## src/rtl/mux21_4bit_arb.sv

```systemverilog
// Two-input 4-bit stream merger: round-robin arbiter feeding a 2-entry tagged output FIFO.
// Build option: define MUX21_PRIO_EN for fixed A-over-B priority (no last-grant register).
module mux21_4bit_arb (
  input  logic       clk,
  input  logic       rst_n,
  input  logic [3:0] A,
  input  logic       A_valid,
  output logic       A_ready,
  input  logic [3:0] B,
  input  logic       B_valid,
  output logic       B_ready,
  output logic [3:0] X,
  output logic       S,
  output logic       X_valid,
  input  logic       X_ready
);

  localparam int unsigned DW    = 4;
  localparam int unsigned DEPTH = 2;
  localparam int unsigned CW    = 2;

  typedef struct packed {
    logic          src;
    logic [DW-1:0] data;
  } entry_t;

  entry_t        mem_q [DEPTH];
  entry_t        wr_entry;
  logic [CW-1:0] count_q, count_d;
  logic          wr_ptr_q, rd_ptr_q;
  logic          full, empty;
  logic          grant_a, grant_b;
  logic          push, pop;

`ifdef MUX21_PRIO_EN
  // Fixed priority: A wins every tie.
  always_comb begin
    grant_a = A_valid;
    grant_b = B_valid && !A_valid;
  end
`else
  typedef enum logic {LAST_A = 1'b0, LAST_B = 1'b1} last_e;

  last_e last_q, last_d;

  always_ff @(posedge clk or negedge rst_n) begin
    if (!rst_n) begin
      last_q <= LAST_B;
    end else begin
      last_q <= last_d;
    end
  end

  // Last grant only moves when a word is actually accepted.
  always_comb begin
    last_d = last_q;
    if (push) begin
      last_d = grant_b ? LAST_B : LAST_A;
    end
  end

  always_comb begin
    grant_a = 1'b0;
    grant_b = 1'b0;
    if (A_valid && B_valid) begin
      grant_a = (last_q == LAST_B);
      grant_b = (last_q == LAST_A);
    end else begin
      grant_a = A_valid;
      grant_b = B_valid;
    end
  end
`endif

  // No push-through when full, even if the head is popped this cycle.
  always_comb begin
    full     = (count_q == CW'(DEPTH));
    empty    = (count_q == '0);
    A_ready  = grant_a && !full;
    B_ready  = grant_b && !full;
    push     = (grant_a || grant_b) && !full;
    pop      = !empty && X_ready;
    wr_entry = '{src: grant_b, data: (grant_b ? B : A)};
  end

  always_comb begin
    count_d = count_q;
    unique case ({push, pop})
      2'b10:   count_d = count_q + CW'(1);
      2'b01:   count_d = count_q - CW'(1);
      default: count_d = count_q;
    endcase
  end

  always_ff @(posedge clk or negedge rst_n) begin
    if (!rst_n) begin
      count_q  <= '0;
      wr_ptr_q <= 1'b0;
      rd_ptr_q <= 1'b0;
      for (int i = 0; i < int'(DEPTH); i++) begin
        mem_q[i] <= '0;
      end
    end else begin
      count_q <= count_d;
      if (push) begin
        mem_q[wr_ptr_q] <= wr_entry;
        wr_ptr_q        <= ~wr_ptr_q;
      end
      if (pop) begin
        rd_ptr_q <= ~rd_ptr_q;
      end
    end
  end

  // Head entry drives the consumer side directly from storage.
  always_comb begin
    X       = mem_q[rd_ptr_q].data;
    S       = mem_q[rd_ptr_q].src;
    X_valid = !empty;
  end

endmodule
```

## config.mk

```make
export PLATFORM = sky130hd
export DESIGN_NAME = mux21_4bit_arb
export DESIGN_NICKNAME = d
export VERILOG_FILES = /design/src/rtl/mux21_4bit_arb.sv
export SDC_FILE = /design/constraint.sdc
export NUM_CORES = 1
export LEC_CHECK = 0
export BUFFER_PORTS_ARGS = -buffer_cell sky130_fd_sc_hd__buf_2
export CAP_MARGIN = 10
export CORE_MARGIN = 4
export CORE_UTILIZATION = 44
export CTS_BUF_LIST = sky130_fd_sc_hd__clkbuf_16
export DETAILED_ROUTE_END_ITERATION = 7
export PLACE_DENSITY = 0.77
export RECOVER_POWER = 100
export SYNTH_ARGS = -nofsm -noshare
export SYNTH_HDL_FRONTEND = slang
export SYNTH_SLANG_ARGS = --single-unit
```

## constraint.sdc

```tcl
create_clock -name clk -period 1.7 [get_ports clk]
set_clock_uncertainty 0.1 [all_clocks]
set_input_delay 0.34 -clock clk [delete_from_list [all_inputs] [get_ports clk]]
set_output_delay 0.34 -clock clk [all_outputs]
set_load 0.02 [all_outputs]
```

==> metrics.txt <==
outcome complete, no violations; DR pass1 iterations 2; relative slew slack 45.0%; fin worst setup slack between 0.05 and 0.06 ns; hold path start A_valid; DRC viols 0; RSZ-0062 raised after global routing false; Core Area 0.00158 sq mm; post-synthesis mux area share between 20% and 30%; flop2flop setup slack 0.07 ns; Initial DRC Count 1; DP Wirelength 1.04 mm; worst min path class in -> reg; largest net degree at the start of global routing 16; initial antenna violation count 0; pre-CTS setup slack 0.00831 ns; Synth Area in Simple Gates 10.6%; cell area power density 2120 mW/mm^2; Distinct cells, synth 21; largest family of logic cells by synthesized area multiplexers; Clock Path Buffers 2; adder-cell share of the synthesized area 1.63%; Total Power about 2200 uW; vias in the first global route 593; first-pass GRT wire length 2.58 mm; Layout Utilization 64.3%; GP Congestion 0.673; reg2reg end mem_q[4]; compound-gate portion of the synthesized area 4.23%; WL final 1.41 mm; minimum clock period between 1.5 and 2 ns; Worst setup EP type output pin; clk sinks 15; average size of a mapped cell about 13 sq um; layout cells sized above 1 61.2%; clock latency on the worst-skew pair 0.24 ns; Setup crit end X[0]; xor and xnor area share after synthesis 5.70%; max_cap viols 0; post-route cell area 0.00101 sq mm; register area share after synthesis 49.0%; via count of the routed design 525; synth top area cells dfrtp_1 46%, mux2_2 28%, dfstp_2 3.4%; Yosys top cell by area dfrtp_1; leakage power 0.000469 uW; Critical Path Source rd_ptr_q; Synth Register Bits 15; Antenna Nets Post-Route 0; VDD IR max ~1.1 mV; worst-path fanout max 6; num ports 21; Syn Nets roughly 70; top sig layer met4; CTS tree yes; Gate Count Post-Synth 57; H-tree levels 1; Worst Tran Pin Value a little over 0.8 ns; vias per cell 5.20; CP Class reg -> out; Final nets 100; Total GRT Usage between 10% and 20%; WL met1 just over 600 microns; fillers 128; FF-to-FF Start count_q[1]; DR WL met3 84 microns; WL/cell 14.0 microns; Area Growth Syn to Fin 31.9%; most frequent cells in the layout 18 x mux2_2, 13 x dfrtp_1, 13 x buf_2, 6 x clkbuf_2; Num CTS Buffers 3; Initial Utilization 48.7%; post-placement cell area 895 sq um; area fraction of the dominant cell type after synthesis 45.6%; endpoints failing setup 0; CP Data Required Time between 1 and 1.5 ns; Tcrit/Tclk final a little over nine tenths; asr flop ratio synth between 90% and 100%; Fin. Hold Viols 0; Worst R2R Path Depth 3; met2 wire length 679 microns; crit path launch type flip-flop; clock-pin slew on the worst setup and hold paths approximately 0.05 ns; commonest non-fill, non-tap cell in the layout mux2_2; YS warnings 0; die height 49.8 microns; Mapped Area 768 sq um; Port-buffer cells 20; Fmax achieved around 0.61 GHz; ys flop type dfrtp_1; grt ovf 0; die width 49.8 microns; Slew Viols, Final 0; Antenna Cells 0; die area 0.00248 sq mm; Site Rows 14; Post-synth EDFFs 0; CTS root buffer clkbuf_16; CP Data Arrival Time 1.21 ns
cell usage after synthesis, drive strengths merged (2+ instances only):
cell type / instances
a21oi: 2
and2: 2
dfrtp: 14
mux2: 19
nor2: 2
xnor2: 3
xor2: 2
logic make-up after synthesis:
family,after synthesis
flops,15
simple gates,10
xor+xnor,5
compound gates,5
mux,19
fa+ha+maj,1
buf+inv,2
worst min path at each step:
stage,endpoint,cells past startpoint
floorplan,count_q[0],0
global placement,count_q[0],1
detailed placement,count_q[0],1
CTS,last_q,2
global route,last_q,2
finish,last_q,2
cell type report:
cell class	count	area, sq um	share of cell area, %
repair buffers	25	151	14.9
clock inverters	1	3.75	0.370
inverters	1	3.75	0.370
flip-flops and latches	15	378	37.3
well taps	16	20.0	1.98
clock buffers	3	75.1	7.41
multi-input cells	40	382	37.7
sequential cells by signal (all words and copies together) (netlist names):
| name | count |
|---|---|
| wr_ptr_q | 1 |
| last_q | 1 |
| rd_ptr_q | 1 |
| count_q | 2 |
| mem_q | 10 |
per-stage QoR:
step                      std cells  TNS [ns]  hold slack (ns)
after floorplan                  57         0          -0.0556
after global placement           93         0            0.163
after detailed placement         93         0            0.165
after CTS                        98  -0.00292            0.239
after global routing            101         0            0.236
final                           101         0            0.231
critical path, stage by stage, from the launching register on:
cell and delay (ns):
dfrtp_2 0.45, mux2_2 0.36, clkbuf_2 0.16
report_power, final:
| group | leakage [uW] | internal [uW] | total [uW] | switching (uW) |
|---|---|---|---|---|
| registers | 0.000175 | 561 | 701 | 140 |
| logic | 0.000252 | 540 | 1010 | 470 |
| clock network | 0.0000423 | 310 | 440 | 129 |
what timing repair did:
item,CTS,global route
endpoints found under the setup margin,6,1
hold endpoints to repair,14,0
pin swaps,1,1
gates resized for setup,2,0
buffers inserted,0,3
hold buffers,1,0
routing by layer:
metal	up-vias	track usage, %
met3	4	5.72
li1	253	-
met1	251	15.6
met2	17	22.2
met5	-	0
met4	0	8.29
No activity file was read; power rests on OpenSTA's default activity.
